$ cat src/rtl/udp_tx_fifo_reader.sv
`default_nettype none
// ============================================================================
// udp_tx_fifo_reader : cuts the loopback FIFO stream into UDP payloads
// Revision: 1.0
// ============================================================================
module udp_tx_fifo_reader #(
   parameter int LVL_WIDTH   = 12,
   parameter int MAX_PKT     = 1024,
   parameter int TIMEOUT_CYC = 10000
) (
   input  logic                 rd_clk,
   input  logic                 rd_rst,
   output logic                 fifo_rd_en,
   input  logic [7:0]           fifo_rd_data,
   input  logic                 fifo_empty,
   input  logic [LVL_WIDTH-1:0] fifo_water_level,
   input  logic                 tx_busy,
   input  logic                 tx_req,
   output logic                 tx_start_en,
   output logic [15:0]          tx_byte_num,
   output logic [7:0]           tx_data,
   output logic [15:0]          pkt_cnt,
   output logic                 err_underflow
);

   localparam int                   C_TMR_W   = $clog2(TIMEOUT_CYC + 1);
   localparam logic [LVL_WIDTH-1:0] C_MAX_LVL = LVL_WIDTH'(MAX_PKT);
   localparam logic [15:0]          C_MAX_LEN = 16'(MAX_PKT);
   localparam logic [C_TMR_W-1:0]   C_TIMEOUT = C_TMR_W'(TIMEOUT_CYC);

   typedef enum logic [1:0] {
      S_IDLE  = 2'd0,
      S_START = 2'd1,
      S_SEND  = 2'd2,
      S_DRAIN = 2'd3
   } state_t;

   state_t             state_q, state_d;
   logic [C_TMR_W-1:0] timer_q, timer_d;
   logic [15:0]        remaining_q, remaining_d;
   logic [15:0]        len_q, len_d;
   logic [15:0]        pkt_cnt_q, pkt_cnt_d;
   logic               err_q, err_d;
   logic               w_lvl_nz;
   logic               w_lvl_full;
   logic               w_rd;

   always_comb begin
      w_lvl_nz    = (fifo_water_level != '0);
      w_lvl_full  = (fifo_water_level >= C_MAX_LVL);
      w_rd        = tx_req && (state_q == S_SEND) && (remaining_q != 16'd0);

      state_d     = state_q;
      timer_d     = '0;
      remaining_d = remaining_q;
      len_d       = len_q;
      pkt_cnt_d   = pkt_cnt_q;
      err_d       = err_q | (w_rd & fifo_empty);

      case (state_q)
         S_IDLE: begin
            // Timer only runs while a partial payload is waiting.
            if (w_lvl_nz && !w_lvl_full) begin
               timer_d = (timer_q == C_TIMEOUT) ? timer_q : timer_q + C_TMR_W'(1);
            end
            if (!tx_busy && w_lvl_full) begin
               len_d   = C_MAX_LEN;
               state_d = S_START;
               timer_d = '0;
            end else if (!tx_busy && w_lvl_nz && (timer_q == C_TIMEOUT)) begin
               len_d   = 16'(fifo_water_level);
               state_d = S_START;
               timer_d = '0;
            end
         end
         S_START: begin
            remaining_d = len_q;
            pkt_cnt_d   = pkt_cnt_q + 16'd1;
            state_d     = S_SEND;
         end
         S_SEND: begin
            if (w_rd) begin
               remaining_d = remaining_q - 16'd1;
               if (remaining_q == 16'd1) begin
                  state_d = S_DRAIN;
               end
            end
         end
         S_DRAIN: begin
            if (!tx_busy) begin
               state_d = S_IDLE;
            end
         end
         default: state_d = S_IDLE;
      endcase
   end

   always_ff @(posedge rd_clk) begin
      if (rd_rst) begin
         state_q     <= S_IDLE;
         timer_q     <= '0;
         remaining_q <= 16'd0;
         len_q       <= 16'd0;
         pkt_cnt_q   <= 16'd0;
         err_q       <= 1'b0;
      end else begin
         state_q     <= state_d;
         timer_q     <= timer_d;
         remaining_q <= remaining_d;
         len_q       <= len_d;
         pkt_cnt_q   <= pkt_cnt_d;
         err_q       <= err_d;
      end
   end

   // The FIFO has no output register, so read data passes straight through.
   assign fifo_rd_en    = w_rd;
   assign tx_start_en   = (state_q == S_START);
   assign tx_byte_num   = len_q;
   assign tx_data       = fifo_rd_data;
   assign pkt_cnt       = pkt_cnt_q;
   assign err_underflow = err_q;

endmodule
`default_nettype wire

$ cat config.mk
export PLATFORM = sky130hd
export DESIGN_NAME = udp_tx_fifo_reader
export DESIGN_NICKNAME = d
export VERILOG_FILES = /design/src/rtl/udp_tx_fifo_reader.sv
export SDC_FILE = /design/constraint.sdc
export NUM_CORES = 1
export LEC_CHECK = 0
export CORE_ASPECT_RATIO = 1.1
export CORE_MARGIN = 3
export CORE_UTILIZATION = 51
export CTS_CLUSTER_DIAMETER = 200
export DETAILED_ROUTE_END_ITERATION = 16
export PLACE_DENSITY = 0.8
export REMOVE_ABC_BUFFERS = 1
export SYNTH_ARGS = -nofsm -noshare
export SYNTH_HDL_FRONTEND = slang
export SYNTH_SLANG_ARGS = --single-unit
$ cat constraint.sdc
create_clock -name rd_clk -period 2.08 [get_ports rd_clk]
set_input_delay 0.416 -clock rd_clk [delete_from_list [all_inputs] [get_ports rd_clk]]
set_output_delay 0.416 -clock rd_clk [all_outputs]
set_load 0.02 [all_outputs]
# Word-level counts from Yosys, hierarchy flattened

Index checks and enable logic that the tools add are counted.
Widths: inputs -> output; s select.

Logic and storage cells: 50
Register bits: 65

Bitwise gates (word level): 4
$lt $le $gt $ge: 1
Reductions and logical operators: 17
Mux-type cells: 10
Eq/ne operators: 9
Add/sub/neg operators: 3

Operators with widths:

| operator              | number |
|---|---|
| $mux 16               | 3 |
| $pmux 16 s2           | 1 |
| $add 16x1->16 const B | 1 |
| $eq 16x1->1 const B   | 1 |
| $reduce_bool 16->1    | 1 |
| $sub 16x1->16 const B | 1 |
| $add 14x1->14 const B | 1 |
| $eq 14x14->1 const B  | 1 |
| $ge 12x11->1 const B  | 1 |
| $reduce_bool 12->1    | 1 |
| $mux 2                | 5 |
| $pmux 2 s4            | 1 |
| $logic_and 1x1->1     | 6 |
| $reduce_or 5->1       | 1 |
| $eq 2x2->1 const B    | 2 |
| $ne 2x2->1 const B    | 2 |
| $reduce_and 2->1      | 2 |
| $reduce_and 4->1      | 1 |
| $reduce_bool 2->1     | 2 |
| $ne 3x3->1 const B    | 1 |
| $eq 2x1->1 const B    | 1 |
| $logic_not 1->1       | 2 |
| $logic_not 2->1       | 1 |
| $ne 2x1->1 const B    | 1 |
| 3 further kinds       | 4 |

# Depth between registers and ports, before layout

Word-level depth: 6
Gate-level depth with buffers: 8
Mapped depth without buffers: 7

# Worst setup path before layout

No wires, ideal clock.

Path type: reg-to-reg
Start: register state_q[1]
End: register pkt_cnt_q[10] (netlist: pkt_cnt[10])
Setup slack: 136 ps
Clock period less this slack: 1944 ps
Library setup time: 128 ps
Buffers on the path: 1
Data arrival time: 1816 ps
Stages on the path, launching flop included: 9
Path through: dfxtp_1 > inv_1 > ha_1 > clkbuf_1 > nand4_1 > nor3_1 > nand3_1 > xor2_1 > nor2_1

Longest elaborated chain between the ends: 1

Ends and longest elaborated chain:

| item                   | line | text |
|---|---|---|
| from (decl)            | 38   | `state_t state_q, state_d;` |
| from (signal assigned) | 107  | `state_q <= state_d;` |
| $eq 2x1->1             | n/a  |  |
| named net tx_start_en  | 19   | `output logic tx_start_en,` |
| to (signal assigned)   | 111  | `pkt_cnt_q <= pkt_cnt_d;` |
| to (decl)              | 42   | `logic [15:0] pkt_cnt_q, pkt_cnt_d;` |

The timed path passes the listed nets, and every way through them passes these cells.
A chain may end at the register's enable or synchronous reset.

# Worst setup path in the final report

Start: register remaining_q[0]
End: output fifo_rd_en

Longest elaborated chain between the ends: 2

Ends and longest elaborated chain:

| item                   | line | text |
|---|---|---|
| from (decl)            | 40   | `logic [15:0] remaining_q, remaining_d;` |
| from (signal assigned) | 109  | `remaining_q <= remaining_d;` |
| $reduce_bool 16->1     | 51   | `w_rd = tx_req && (state_q == S_SEND) && (remaining_q != 16'd0);` |
| $logic_and 1x1->1      | 51   |  |
| to (decl)              | 13   | `output logic fifo_rd_en,` |

Every way passes these cells.

==> impl_metrics.py <==
metrics = {
    "finish": {
        "antenna-diode-count": 0,
        "share_of_layout_cells_above_drive_strength_1": 0.144,
        "final_cells": 527,
        "fin_nets": 483,
        "syn2layout_area_growth_pct": 26.5,
    },
    "place": {
        "io_buffers": 47,
        "dp_cells": 513,
        "finalWeightedCongestion": 0.872,
        "post-dp-hpwl_mm": 5.55,
    },
    "clock_tree": {
        "clock_tree.root_cell": "sky130_fd_sc_hd__clkbuf_8",
        "clock_tree_from_tritoncts": "built",
        "htree_num_levels": 3,
        "clock_insertion_delay_worst_skew_ns": 0.33,
        "post_cts.repair.setup_buffers": 0,
        "clk_pin_slew_worst_paths_ns": 0.06,
        "tritoncts.num_buffers": 9,
        "max-clock-path-buffers": 2,
        "ctsHoldBuffers": 0,
        "cts_num_sinks": 61,
    },
    "run_status": {
        "status": "complete, no violations",
    },
    "critical_path": {
        "start_kind": "flop",
        "worst-endpoint-required_ns": 1.66,
        "worst-setup-path-type": "reg2out",
        "critPathTopFamily": "simple AND/OR/NAND/NOR gates",
        "worst_ep_arrival_time_ns": 1.56,
        "timing.critical_path.slowest_cell_delay_ns": 0.33,
        "crit_path_end_kind": "output pin",
        "critical_path.cell_chain": "inv_1 > ha_1 > nor3b_1 > and4_1 > nor2_1 > buf_4",
        "cp.depth": 6,
        "critical_path_buf_inv_count": 2,
        "worst-r2r-cell-count": 8,
        "crit_path_max_fanout": 2,
        "slowest_cp_cell": "sky130_fd_sc_hd__dfxtp_1",
    },
    "sta": {
        "timing.hold.ws_ns": 0.474,
        "maxClockFrequency_mhz": 507,
        "unrepaired_setup_endpoints_after_global_routing": "yes",
        "final_period_util": 0.949,
        "finalHoldViolations": 0,
        "slew_violations": 0,
        "final_period_minus_worst_setup_slack_ns": 1.97,
        "timing.final.setup_violations": 0,
        "worst_clock_skew_ns": 0.00864,
    },
    "die": {
        "start_util": 0.538,
        "io_pins": 68,
        "die_width_um": 81.3,
        "chipHeight_um": 88.8,
        "num_rows": 29,
        "fp.dieArea_sq_um": 7220,
        "core_region_area_sq_um": 5910,
    },
    "synthesis": {
        "post-synth-top-area-cell": "sky130_fd_sc_hd__dfxtp_1",
        "synth.top_cells.by_area": "sky130_fd_sc_hd__dfxtp_1, sky130_fd_sc_hd__nor2_1, sky130_fd_sc_hd__nand2_1",
        "post_synth_instance_area_sq_um": 3180,
        "postSynthRegisterBits": 61,
        "netlist_top_cells_count": "sky130_fd_sc_hd__dfxtp_1, sky130_fd_sc_hd__nor2_1, sky130_fd_sc_hd__nand2_1",
        "synth_sequential_area_ratio": 0.384,
        "ys_dominant_reg_cell": "sky130_fd_sc_hd__dfxtp_1",
        "syn_inst": 379,
        "synthesis_warning_total": 0,
        "postSynth.asyncResetShare": 0,
        "yosysMostFrequentCell": "sky130_fd_sc_hd__dfxtp_1",
        "synth.distinct_cells": 51,
        "postSynthAreaPerCell_sq_um": 8.40,
        "synth_largest_type_area_fraction": 0.384,
        "synth-edff-count": 0,
    },
    "routing": {
        "drc": 0,
        "drtIter0Drc": 219,
        "wl_per_cell_um": 14.5,
        "route.top_layer_used": "met4",
        "met1Wirelength_mm": 3.44,
        "via_per_inst": 5.58,
        "met2WireLength_mm": 3.63,
        "totalWireLength_mm": 7.63,
        "dr.pass1.iters": 4,
        "route.antenna.remaining_nets": 0,
        "met3_layer_wire_length_in_the_routed_design_um": 442,
        "dr_total_vias": 2940,
    },
    "global_route": {
        "via_count_of_the_first_global_routing_pass": 2840,
        "global_route.overflow_total": 0,
        "grt.total_usage": 0.226,
        "grt_first_pass_wirelength_mm": 12.7,
        "grt_antenna_before_repair": 0,
        "grt_start_max_net_pins": 29,
    },
    "worst_hold_path": {
        "min_path_type": "reg2reg",
        "worst_hold_path.num_cells": 2,
    },
    "power": {
        "static-leakage-power_uw": 0.00149,
        "power.density_nw_per_um2": 962,
        "max-vdd-ir-drop_mv": 0.561,
    },
    "flow_run": {
        "number_of_max_cap_violations": 0,
    },
}
flip-flops by register name, indices dropped and copies added (netlist names):
register	flops
tx_byte_num	12
remaining_q	16
err_underflow	1
state_q	2
timer_q	14
pkt_cnt	16
metal layers:
metal | up-vias | track usage
li1 | 1435 | -
met1 | 1391 | 0.280
met2 | 102 | 0.370
met3 | 12 | 0.0519
met4 | 0 | 0.103
met5 | - | 0
cells in the final DEF (no fill, tap or decap), drive strengths merged, types with 10 or more instances in the layout:
| cell type | Yosys | routed |
|---|---|---|
| dfxtp | 61 | 61 |
| nor2 | 49 | 49 |
| clkdlybuf4s50 | 0 | 45 |
| nand2 | 44 | 44 |
| buf | 16 | 35 |
| inv | 21 | 21 |
| a21oi | 19 | 19 |
| o32ai | 17 | 17 |
| xor2 | 15 | 15 |
| nand3 | 14 | 14 |
| ha | 11 | 11 |
| clkbuf | 11 | 11 |
| xnor2 | 10 | 10 |
power breakdown:
group          switching, uW  internal, uW
Clock                    421           413
Combinational            875           772
Sequential               116          1280
Total                   1410          2460
kinds of logic after synthesis:
group,after synthesis,share of synthesized area
other,1,0.00118
XOR/XNOR,25,0.0688
AND/OR/NAND/NOR,161,0.265
adder cells (fa/ha/maj),11,0.0433
AO/OA/AOI/OAI,61,0.128
multiplexers,11,0.0354
flip-flops,61,0.384
buffers and inverters,48,0.0751
through the flow:
stage	total power, uW	setup slack (ns)	setup TNS [ns]	util	instance area, sq um
after global routing	4130	-0.00380	-0.00483	0.681	4030
after global placement	2950	-0.0546	-0.0546	0.654	3870
final	3870	0.107	0	0.681	4030
after detailed placement	3000	-0.0683	-0.180	0.654	3870
after CTS	3860	0.0784	0	0.679	4020
after floorplan	2370	-0.257	-0.754	-	3030
area by class of cell:
type,count,area [sq um]
Tap cell,77,96.3
Inverter,21,78.8
Sequential cell,61,1220
Clock buffer,11,131
Fill cell,488,1890
Timing Repair Buffer,81,734
Multi-Input combinational cell,273,1750
Clock inverter,3,15.0
worst register-to-register path, stage by stage, from the launching register on:
cell and delay [ns]:
sky130_fd_sc_hd__dfxtp_1 0.31, sky130_fd_sc_hd__inv_1 0.07, sky130_fd_sc_hd__buf_4 0.11, sky130_fd_sc_hd__ha_1 0.21, sky130_fd_sc_hd__or3b_4 0.43, sky130_fd_sc_hd__nor2b_4 0.12, sky130_fd_sc_hd__nand2_1 0.10, sky130_fd_sc_hd__or4_1 0.40
sky130_fd_sc_hd__a21oi_1 0.14
final timing paths:
kind	slack, ns	from	endpoint
setup / recovery	0.11	remaining_q[0]	fifo_rd_en
hold / removal	0.47	err_underflow	err_underflow
setup reg to reg	0.11	remaining_q[0]	remaining_q[12]
hold reg to reg	0.47	err_underflow	err_underflow
repair_timing:
| action | 4_1_cts | 5_1_grt |
|---|---|---|
| gates resized for setup | 7 | 3 |
| setup endpoints to repair | 2 | 2 |
| pin swaps | 0 | 1 |
Note: power is estimated with default switching activity, not from simulation.
